===== config.mk =====
export PLATFORM = sky130hd
export DESIGN_NAME = parity_scan_engine
export DESIGN_NICKNAME = d
export VERILOG_FILES = /design/src/rtl/parity_scan_pkg.sv /design/src/rtl/parity_calc.sv /design/src/rtl/parity_scan_engine.sv
export SDC_FILE = /design/constraint.sdc
export NUM_CORES = 1
export LEC_CHECK = 0
export BUFFER_PORTS_ARGS = -buffer_cell sky130_fd_sc_hd__buf_2
export CORE_UTILIZATION = 50
export CTS_CLUSTER_SIZE = 25
export DETAILED_ROUTE_END_ITERATION = 10
export PLACE_DENSITY = 0.76
export SYNTH_ARGS = -nofsm -noshare
export SYNTH_HDL_FRONTEND = slang
export SYNTH_HIERARCHICAL = 1
export SYNTH_SLANG_ARGS = --single-unit
export TNS_END_PERCENT = 10

===== constraint.sdc =====
create_clock -name clk -period 4.7 [get_ports clk]
set_clock_uncertainty 0.1 [all_clocks]
set_input_delay 0.94 -clock clk [delete_from_list [all_inputs] [get_ports clk]]
set_output_delay 0.94 -clock clk [all_outputs]
set_load 0.02 [all_outputs]

===== src/rtl/parity_scan_pkg.sv =====
`default_nettype none
// ============================================================================
//  Module      : parity_scan_pkg
//  Description : Shared FSM state encoding and parity-mode constants for the
//                parity scan engine.
//  Revision    : 1.0  initial release
// ============================================================================
package parity_scan_pkg;

    typedef enum logic [1:0] {
        IDLE  = 2'd0,
        SCAN  = 2'd1,
        DRAIN = 2'd2,
        DONE  = 2'd3
    } scan_state_e;

    localparam logic c_PAR_EVEN = 1'b0;
    localparam logic c_PAR_ODD  = 1'b1;

endpackage
`default_nettype wire


===== src/rtl/parity_calc.sv =====
`default_nettype none
// ============================================================================
//  Module      : parity_calc
//  Description : Combinational parity check of one data word against its
//                stored parity bit, in even or odd mode.
//  Revision    : 1.0  initial release
// ============================================================================
module parity_calc
    import parity_scan_pkg::*;
#(
    parameter int DATA_W = 8
)(
    input  logic [DATA_W-1:0] data,
    input  logic              par,
    input  logic              mode,
    output logic              ok
);

    logic w_xor;

    always_comb begin
        w_xor = ^data;
        ok    = (mode == c_PAR_ODD) ? (w_xor != par) : (w_xor == par);
    end

endmodule
`default_nettype wire


===== src/rtl/parity_scan_engine.sv =====
`default_nettype none
// ============================================================================
//  Module      : parity_scan_engine
//  Description : Sequentially reads DEPTH words, checks each against its stored
//                parity bit and accumulates error statistics.
//  Revision    : 1.0  initial release
// ============================================================================
module parity_scan_engine
    import parity_scan_pkg::*;
#(
    parameter int DATA_W     = 8,
    parameter int DEPTH      = 16,
    parameter int ADDR_W     = $clog2(DEPTH),
    parameter int ODD_PARITY = 0
)(
    input  logic              clk,
    input  logic              clear,
    input  logic              start,
    input  logic              abort,
    output logic              mem_rd,
    output logic [ADDR_W-1:0] mem_addr,
    input  logic [DATA_W-1:0] mem_data,
    input  logic              mem_par,
    output logic              busy,
    output logic              chk_valid,
    output logic              chk_ok,
    output logic              done,
    output logic              err_flag,
    output logic [ADDR_W:0]   err_cnt,
    output logic [ADDR_W-1:0] first_err_addr
);

    localparam logic [ADDR_W-1:0] c_LAST_ADDR = ADDR_W'(DEPTH - 1);
    localparam logic [ADDR_W-1:0] c_ADDR_ONE  = ADDR_W'(1);
    localparam logic [ADDR_W:0]   c_CNT_MAX   = (ADDR_W+1)'(DEPTH);
    localparam logic [ADDR_W:0]   c_CNT_ONE   = (ADDR_W+1)'(1);
    localparam logic              c_MODE      = (ODD_PARITY != 0) ? c_PAR_ODD : c_PAR_EVEN;

    scan_state_e       r_state;
    logic              r_rd_d1;
    logic [ADDR_W-1:0] r_addr_d1;
    logic              w_ok;
    logic              w_kill;

    parity_calc #(
        .DATA_W (DATA_W)
    ) u_parity_calc (
        .data (mem_data),
        .par  (mem_par),
        .mode (c_MODE),
        .ok   (w_ok)
    );

    // An abort drops every word still in the read pipeline.
    always_comb begin
        w_kill = abort && ((r_state == SCAN) || (r_state == DRAIN));
    end

    always_ff @(posedge clk or posedge clear) begin
        if (clear) begin
            r_state        <= IDLE;
            r_rd_d1        <= 1'b0;
            r_addr_d1      <= '0;
            mem_rd         <= 1'b0;
            mem_addr       <= '0;
            busy           <= 1'b0;
            chk_valid      <= 1'b0;
            chk_ok         <= 1'b0;
            done           <= 1'b0;
            err_flag       <= 1'b0;
            err_cnt        <= '0;
            first_err_addr <= '0;
        end else begin
            done      <= 1'b0;
            chk_valid <= 1'b0;
            chk_ok    <= 1'b0;
            r_rd_d1   <= mem_rd && !w_kill;
            r_addr_d1 <= mem_addr;

            // Word read last cycle has its data on the bus now.
            if (r_rd_d1 && !w_kill) begin
                chk_valid <= 1'b1;
                chk_ok    <= w_ok;
                if (!w_ok) begin
                    err_flag <= 1'b1;
                    if (err_cnt < c_CNT_MAX) begin
                        err_cnt <= err_cnt + c_CNT_ONE;
                    end
                    if (!err_flag) begin
                        first_err_addr <= r_addr_d1;
                    end
                end
            end

            case (r_state)
                IDLE: begin
                    if (start) begin
                        r_state        <= SCAN;
                        busy           <= 1'b1;
                        mem_rd         <= 1'b1;
                        mem_addr       <= '0;
                        err_flag       <= 1'b0;
                        err_cnt        <= '0;
                        first_err_addr <= '0;
                    end
                end
                SCAN: begin
                    if (abort) begin
                        r_state  <= IDLE;
                        busy     <= 1'b0;
                        mem_rd   <= 1'b0;
                        mem_addr <= '0;
                    end else if (mem_addr == c_LAST_ADDR) begin
                        r_state  <= DRAIN;
                        mem_rd   <= 1'b0;
                        mem_addr <= '0;
                    end else begin
                        mem_addr <= mem_addr + c_ADDR_ONE;
                    end
                end
                DRAIN: begin
                    if (abort) begin
                        r_state <= IDLE;
                        busy    <= 1'b0;
                    end else begin
                        r_state <= DONE;
                    end
                end
                DONE: begin
                    r_state <= IDLE;
                    busy    <= 1'b0;
                    done    <= 1'b1;
                end
                default: begin
                    r_state <= IDLE;
                    busy    <= 1'b0;
                    mem_rd  <= 1'b0;
                end
            endcase
        end
    end

endmodule
`default_nettype wire


==> flow_summary_export.csv <==
group,metric,value,unit
status,status,"completed",
clock_network,htreeDepth,1,
setup_path,critPathCaptureType,"register",
clock_network,cts_buffer_depth,2,
min_path,min_path_type,"register to register",
power,static-leakage-power,0.764,nW
synth,netlist.top_cell.by_area,"dfrtp_1",
finish,stdcell_count,178,
finish,multiInputGateArea,589,um2
synth,yosys_warnings,6,
setup_path,regToRegSetupSlack,2.78,ns
floorplanning,fp.dieH,52.9,um
global_route,grt_usage,0.183,
synth,synthCells,118,
synth,ys_dominant_reg_cell,"dfrtp_1",
sta,max_freq,357,MHz
clock_network,postCtsHoldBufs,0,
clock_network,cts_tree,"yes",
placement,hpwl,1710,um
floorplanning,rows,18,
clock_network,cts_setup_buffers,0,
synth,synth.most_common_cell,"dfrtp_1",
clock_network,cts_resized,0,
sta,rsz0062_at_grt,"false",
drt,antenna_left,0,
drt,routedWlPerCell,12.9,um
finish,finalNetCount,168,
synth,synth-edff-count,0,
global_route,grt_pass1_vias,880,
sta,setup_tns,0,ns
synth,yosysTopAreaCellShare,0.502,
synth,ys_top_cells_by_count,"dfrtp_1 (26), inv_1 (8), nand2_1 (8)",
synth,synth_area_per_cell,11.0,um2
floorplanning,die_x,52.9,um
synth,synth-seq-cells,26,
placement,gp_congestion,0.736,
flow_run,cap_violations,0,
drt,routed_via_density,5.53,
sta,post-route-period-util,0.597,
power,power_density,542,nW/um2
floorplanning,io_pins,32,
clock_network,clock-sinks,26,
finish,final_cell_area,1500,um2
sta,slew_headroom,0.256,
synth,netlist_area,1290,um2
finish,drive_above_1_share,0.250,
synth,syn_nets,137,
synth,ys_seq_area_frac,0.502,
finish,ff_latch_area,651,um2
setup_path,critPathArrivalTime,2.90,ns
setup_path,worstSetupPathType,"primary input to register",
sta,setup_viol,0,
sta,worst_pin_slew,1.11,ns
setup_path,cp_cell_sequence,"buf_2, xor2_1, xnor3_1, xnor2_1, o311ai_0, o41ai_1",
sta,maxSlewViolCount,0,
setup_path,worstSetupStartpointType,"primary input",
finish,insertedDiodeCount,0,
finish,syn_to_final_growth,15.7,%
global_route,overflow,0,
drt,drt_pre_antenna_iters,4,
sta,period_needed,2.80,ns
synth,ys_async_sr_fraction,1.00,
drt,drc,0,
floorplanning,coreArea,2450,um2
min_path,hold_end,"r_addr_d1[3]",
drt,drt_iter0_drc,14,
clock_network,clk_latency,0.32,ns
setup_path,cp.required,4.80,ns
drt,vias,985,
min_path,hold_path_startpoint,"mem_addr[3]",
power,ir_drop,398,uV
synth,netlist_top_cells_area,"dfrtp_1 (50%), ha_1 (5.8%), xnor2_1 (4.1%), o41ai_1 (3.4%), a21oi_1 (2.7%)",
placement,place_inst,174,
setup_path,reg2regPathDepth,5,
setup_path,max_stage_delay,0.89,ns
clock_network,path_clk_slew,0.14,ns
floorplanning,die-area,2800,um2
clock_network,root_buffer,"clkbuf_4",
clock_network,numCtsBuffers,3,
setup_path,critical_path.slowest_cell,"xnor2_1",
placement,placed_area,1460,um2
setup_path,regToRegEndpoint,"err_cnt[2]",
placement,port-buffer-count,31,
finish,nFillCells,208,
setup_path,timing.rr.start,"r_state[0]",
floorplanning,start_util,0.528,
global_route,antenna_found_initial,0,
global_route,grt_max_degree,27,
drt,wl,2290,um
min_path,min_path_cells,0,
global_route,grt_pass1_wl,3710,um
sta,hold_viol_final,0,
synth,synth.distinct_cells,40,
setup_path,worstPathMaxFanout,16,
cells by family after synthesis:
family	Yosys count	share of synthesized area
mux	3	0.0232
other cells	1	0.00290
compound gates	31	0.177
flops	26	0.502
simple gates	30	0.129
fa+ha+maj	6	0.0580
buf+inv	13	0.0425
xor+xnor	8	0.0647
layout by cell type (no fill, tap or decap), drive strengths merged, types with 2 or more instances in the layout:
cell	count
or4	2
xnor2	6
o311ai	5
dfrtp	26
nand2b	5
mux2i	3
clkbuf	4
nor4b	2
ha	6
a21oi	7
buf	31
nand3	4
a21boi	2
nor2b	3
inv	8
nand2	9
o21ai	2
o41ai	5
critical path: cells and delay by family:
family          cells  cell delay, ns
compound gates      2            0.42
buf+inv             1            0.10
xor+xnor            3            1.44
area by class of cell:
cell class                 instances  share of cell area
clock buffer                       4              0.0242
inverter                           8              0.0200
multi-input combinational         79               0.393
sequential                        26               0.434
tap                               30              0.0250
timing repair buffer              31               0.104
power by group:
group	leakage [nW]	internal (mW)	total, mW	switching [mW]
Combinational	0.395	0.132	0.366	0.234
Clock	0.0210	0.0473	0.112	0.0643
Sequential	0.349	0.286	0.334	0.0479
Total	0.764	0.466	0.812	0.346
sequential cells by signal, summed over array words and instances, names as in the netlist, 2 cells and up:
register and flops:
first_err_addr 4, mem_addr 4, r_state 2, r_addr_d1 4, err_cnt 5
worst max path at each step:
stage                      startpoint                 to  slack, ns  depth (start not counted)
after floorplan           mem_data[6]         err_cnt[4]       2.10                          6
after global placement    mem_data[7]  first_err_addr[3]       1.68                          6
after detailed placement  mem_data[7]  first_err_addr[3]       1.59                          6
after CTS                 mem_data[7]  first_err_addr[3]       1.93                          6
after global routing      mem_data[7]  first_err_addr[3]       1.71                          6
final                     mem_data[7]  first_err_addr[3]       1.90                          6
per-layer routing:
layer / up-vias / wire length (um) / GRT usage
met3: 0 / 105 / 0.0517
met5: - / 0 / 0
met4: 0 / 0 / 0.0307
li1: 487 / - / -
met1: 474 / 1020 / 0.214
met2: 24 / 1170 / 0.331
through the flow:
step | power, mW | setup slack (ns) | hold WS [ns] | utilization
after floorplan | 0.615 | 2.10 | 0.378 | -
after global routing | 0.875 | 1.71 | 0.374 | 0.611
after CTS | 0.817 | 1.93 | 0.366 | 0.611
after global placement | 0.692 | 1.68 | 0.327 | 0.596
final | 0.812 | 1.90 | 0.367 | 0.611
after detailed placement | 0.704 | 1.59 | 0.333 | 0.596
Note: power is estimated with default switching activity, not from simulation.
